$ cat src/rtl/vga_timing_params.sv
// VGA raster timing generator: free-running h/v counters with registered
// hsync, vsync, can_draw, start_of_frame and pixel coordinates x, y.
//
// Ports:
//   clk            pixel clock, rising edge
//   reset          synchronous, active-high
//   hsync, vsync   sync outputs, active level set by *_ACTIVE
//   can_draw       (x,y) lies inside the visible area
//   start_of_frame one-cycle pulse at pixel (0,0)
//   x, y           raw counts, blanking included
module vga_timing_params #(
  parameter int   H_VISIBLE    = 800,
  parameter int   H_FRONT      = 56,
  parameter int   H_SYNC       = 120,
  parameter int   H_BACK       = 64,
  parameter int   V_VISIBLE    = 600,
  parameter int   V_FRONT      = 37,
  parameter int   V_SYNC       = 6,
  parameter int   V_BACK       = 23,
  parameter logic HSYNC_ACTIVE = 1'b1,
  parameter logic VSYNC_ACTIVE = 1'b1
) (
  input  logic        clk,
  input  logic        reset,
  output logic        hsync,
  output logic        vsync,
  output logic        can_draw,
  output logic        start_of_frame,
  output logic [10:0] x,
  output logic [10:0] y
);

  localparam int H_TOTAL = H_VISIBLE + H_FRONT + H_SYNC + H_BACK;
  localparam int V_TOTAL = V_VISIBLE + V_FRONT + V_SYNC + V_BACK;

  localparam logic [10:0] H_LAST = 11'(H_TOTAL - 1);
  localparam logic [10:0] V_LAST = 11'(V_TOTAL - 1);
  localparam logic [10:0] H_VIS  = 11'(H_VISIBLE);
  localparam logic [10:0] V_VIS  = 11'(V_VISIBLE);
  localparam logic [10:0] HS_BEG = 11'(H_VISIBLE + H_FRONT);
  localparam logic [10:0] HS_END = 11'(H_VISIBLE + H_FRONT + H_SYNC);
  localparam logic [10:0] VS_BEG = 11'(V_VISIBLE + V_FRONT);
  localparam logic [10:0] VS_END = 11'(V_VISIBLE + V_FRONT + V_SYNC);

  logic [10:0] h_cnt;
  logic [10:0] v_cnt;
  logic [10:0] h_next;
  logic [10:0] v_next;
  logic        h_wrap;
  logic        vis;
  logic        hs_on;
  logic        vs_on;
  logic        sof;

  always_comb begin
    h_wrap = (h_cnt == H_LAST);
    h_next = h_wrap ? 11'd0 : h_cnt + 11'd1;
    v_next = v_cnt;
    if (h_wrap) begin
      v_next = (v_cnt == V_LAST) ? 11'd0 : v_cnt + 11'd1;
    end
  end

  // Decode the current counters; the result is registered below so every
  // output describes the same (h_cnt, v_cnt) pair one clock later.
  always_comb begin
    vis   = (h_cnt < H_VIS) && (v_cnt < V_VIS);
    hs_on = (h_cnt >= HS_BEG) && (h_cnt < HS_END);
    vs_on = (v_cnt >= VS_BEG) && (v_cnt < VS_END);
    sof   = (h_cnt == 11'd0) && (v_cnt == 11'd0);
  end

  always_ff @(posedge clk) begin
    if (reset) begin
      h_cnt          <= 11'd0;
      v_cnt          <= 11'd0;
      x              <= 11'd0;
      y              <= 11'd0;
      can_draw       <= 1'b0;
      start_of_frame <= 1'b0;
      hsync          <= ~HSYNC_ACTIVE;
      vsync          <= ~VSYNC_ACTIVE;
    end else begin
      h_cnt          <= h_next;
      v_cnt          <= v_next;
      x              <= h_cnt;
      y              <= v_cnt;
      can_draw       <= vis;
      start_of_frame <= sof;
      hsync          <= hs_on ? HSYNC_ACTIVE : ~HSYNC_ACTIVE;
      vsync          <= vs_on ? VSYNC_ACTIVE : ~VSYNC_ACTIVE;
    end
  end

endmodule

$ cat config.mk
export PLATFORM = sky130hd
export DESIGN_NAME = vga_timing_params
export DESIGN_NICKNAME = d
export VERILOG_FILES = /design/src/rtl/vga_timing_params.sv
export SDC_FILE = /design/constraint.sdc
export NUM_CORES = 1
export LEC_CHECK = 0
export ABC_AREA = 1
export ABC_CLOCK_PERIOD_IN_PS = 3200
export CAP_MARGIN = 15
export CORE_MARGIN = 2
export CORE_UTILIZATION = 46
export DETAILED_ROUTE_END_ITERATION = 8
export PLACE_DENSITY = 0.7
export SKIP_LAST_GASP = 1
export SLEW_MARGIN = 20
export SYNTH_ARGS = -nofsm -noshare
export SYNTH_HDL_FRONTEND = slang
export SYNTH_SLANG_ARGS = --single-unit
$ cat constraint.sdc
create_clock -name clk -period 3.2 [get_ports clk]
set_clock_uncertainty 0.05 [all_clocks]
set_input_delay 0.64 -clock clk [delete_from_list [all_inputs] [get_ports clk]]
set_output_delay 0.64 -clock clk [all_outputs]
set_load 0.05 [all_outputs]
# Word-level counts from Yosys, hierarchy flattened
# Index checks and enable logic that the tools add are counted.
# classes
add_sub_neg,2
order_cmp,6
n_eq_ne,2
n_mux,3
n_reduce_logical,7
# op_table
op,n
$lt A11 B10 Y1 const B,4
$add A11 B1 Y11 const B,2
$ge A11 B10 Y1 const B,2
$logic_not A11 Y1,2
$eq A11 B10 Y1 const B,1
$eq A11 B11 Y1 const B,1
$mux W11,1
$logic_and A1 B1 Y1,4
$mux W1,2
$reduce_or A2 Y1,1
# word_totals
register_bits,48
output_inout_bits,26

# Longest topological paths before layout
# depth
depth_word,3
mapped_depth,9

# Least setup slack after synthesis
# No wires, ideal clock.
# synth_path
kind,input-to-reg
from,input reset
to,register v_cnt[7]
t_arrival_ns,1.279
required_ns,3.035
slack_ns,1.756
cell_stages,6
path_buffers,1
path_cell_list,clkbuf_1 > inv_1 > nand2_1 > nand2_4 > nand2_1 > nor2_1
# synth_rtl
item,line,rtl
"start, declared",24,"input logic reset,"
"end signal, assigned",85,v_cnt <= v_next;
"end, declared",46,logic [10:0] v_cnt;

# Worst setup path after layout
# layout_path
from,register hsync
to,output hsync
# layout_rtl
item,line,rtl
"start, declared",25,"output logic hsync,"
"start signal, assigned",81,hsync <= ~HSYNC_ACTIVE;
"start signal, assigned",90,hsync <= hs_on ? HSYNC_ACTIVE : ~HSYNC_ACTIVE;
# No word-level cell between the ends.

==> results.yml <==
worst_setup_path:
  crit_fanout: 1
  cp.buffers_inverters: 1
  critPathArrivalTime_ps: 1440
  criticalPathCategory: "flop to output port"
  crit_family: "buffers and inverters"
  start_kind: "flop"
  timing.rr.start: "h_cnt[0]$_SDFF_PP0_"
  worstSetupStartpoint: "hsync$_SDFF_PP0_"
  crit_chain: "clkdlybuf4s50_1"
  end_kind: "output port"
  cp.required_ps: 2510
  slowest_delay_ps: 810
  slowest_stage: "clkdlybuf4s50_1"
global_route:
  grt_max_degree: 16
  grt_pass1_wl_um: 6980
  grt_usage: 0.175
  grt_pass1_vias: 1548
  antenna_found_initial: 0
  grt_overflow: 0
yosys:
  synthCells: 265
  yosysSeqAreaShare: 0.470
  synth_ff_type: "dfxtp_1"
  yosys.area.top_type: "dfxtp_1"
  synth_top_cell_area_share: 0.470
  syn_nets: 272
  ys_ff_latch: 48
  synthArstFlopShare: 0
  synth_edf_count: 0
  synth_cell_types: 28
  synth_area_per_cell_um2: 7.72
  synthesis.area_um2: 2050
  yosysWarnings: 0
  synthTopCellsByCount: "nor2_1 (57), nand2_1 (50), dfxtp_1 (48)"
  yosysMostFrequentCell: "nor2_1"
  synth_area_leaders: "dfxtp_1 (47%), nor2_1 (10%), nand2_1 (9.2%)"
power_and_ir_drop:
  power.leakage_nw: 1.03
  vdd_ir_drop_max_mv: 0.172
  p_per_area_nw_per_um2: 453
timing:
  tightest_slew_ps: 565
  fin_tns_setup_ps: 0
  fin_crit_ps: 2130
  setup_viol: 0
  slew_headroom: 0.622
  drv_slew: 0
  finalHoldViolations: 0
  grt_setup_unrepaired: "no"
  period_share: 0.665
  max_freq_ghz: 0.470
flow_run:
  drv_cap: 0
place:
  place_congestion: 0.878
  io_buffers: 27
  dp_hpwl_um: 3130
  place_inst: 341
clock_tree:
  cts_hold_buf: 0
  cts_buffers: 5
  cts_resized: 0
  clk_latency_ps: 300
  htreeDepth: 2
  root_buffer: "clkbuf_8"
  post-cts-setup-buffer-count: 0
  cts_tree: "yes"
  clockBufferDepth: 2
  clkSinkCount: 48
  clkTransAtPathRegs_ps: 90
layout:
  fin_nets: 303
  synthToLayoutAreaGrowth_pct: 21.8
  post-route-util: 0.576
  drive_above_1_share: 0.0875
  fin_cells: 349
  n_antenna_cell: 0
  fill_cells: 408
routing:
  routed_wl_um: 4180
  drc_errors: 0
  vias_per_cell: 4.87
  vias: 1698
  antenna_left: 0
  drtPass1Iterations: 4
  wire_per_inst_um: 12.0
  drt_iter0_drc: 137
die:
  core_um2: 4320
  die-area_um2: 5000
  die_w_um: 70.7
  fp.dieH_um: 70.7
  ios: 28
  start_util: 0.473
  rows: 24
worst_hold_path:
  hp-class: "flop to flop"
  hold_start: "h_cnt[0]$_SDFF_PP0_"
outcome:
  outcome: "finished clean"
[flip-flops by register name, indices dropped and copies added, names as in the netlist]
| name | flops |
|---|---|
| hsync | 1 |
| h_cnt | 11 |
| start_of_frame | 1 |
| y | 11 |
| vsync | 1 |
| x | 11 |
| can_draw | 1 |
| v_cnt | 11 |
[through the flow]
stage | cell area [µm²] | total power, mW | worst slack, ps | hold slack [ps]
2_1_floorplan | 2050 | 0.662 | 1760 | 380
3_3_place_gp | 2370 | 0.675 | 1020 | 401
3_5_place_dp | 2370 | 0.676 | 990 | 414
4_1_cts | 2490 | 1.14 | 1060 | 436
5_1_grt | 2490 | 1.17 | 1040 | 447
6_report | 2490 | 1.13 | 1070 | 438
[report_power, final]
| group | internal [mW] | leakage (nW) | switching, mW |
|---|---|---|---|
| Clock | 0.276 | 0.0645 | 0.191 |
| Combinational | 0.0176 | 0.579 | 0.0357 |
| Sequential | 0.604 | 0.388 | 0.00455 |
[layout make-up]
type | count | area [µm²] | share of cell area
timing repair buffer | 28 | 278 | 0.111
clock buffer | 7 | 96.3 | 0.0387
tap | 52 | 65.1 | 0.0261
clock inverter | 1 | 30.0 | 0.0120
multi-input combinational | 181 | 937 | 0.376
inverter | 32 | 125 | 0.0502
sequential | 48 | 961 | 0.386
[placed cells by master, fill, tap and decap left out, types with 2 or more instances in the layout]
master,n
nor2_4,3
nand2_4,2
clkbuf_8,7
ha_1,5
clkdlybuf4s50_1,27
nor3_1,4
dfxtp_1,48
xor2_1,5
nand4_1,8
a21oi_1,10
nand2_1,50
inv_2,4
nand3_1,22
nor2_1,57
o21ai_0,5
inv_1,27
[metal layers]
| metal | GRT usage | vias to the layer above | wire (µm) |
|---|---|---|---|
| met5 | 0 | - | 0 |
| met4 | 0.0692 | 0 | 74 |
| met3 | 0.0299 | 7 | 199 |
| met2 | 0.267 | 51 | 1850 |
| met1 | 0.246 | 746 | 2050 |
| li1 | - | 894 | - |
[path summary, 6_finish.rpt]
path | to | slack [ps] | cells after the start
worst min-delay path | h_cnt[0]$_SDFF_PP0_ | 440 | 1
worst min register to register | h_cnt[0]$_SDFF_PP0_ | 440 | 1
worst max-delay path | hsync | 1070 | 1
worst max register to register | v_cnt[1]$_SDFFE_PP0N_ | 1550 | 8
[kinds of logic after synthesis]
group | synth area share
DFF | 0.470
AOI/OAI and AO/OA | 0.0459
adders and majority gates | 0.0306
buffers and inverters | 0.0722
and+or+nand+nor | 0.356
xor gates and xnor gates | 0.0257
Power figures use the tool's default switching activity.
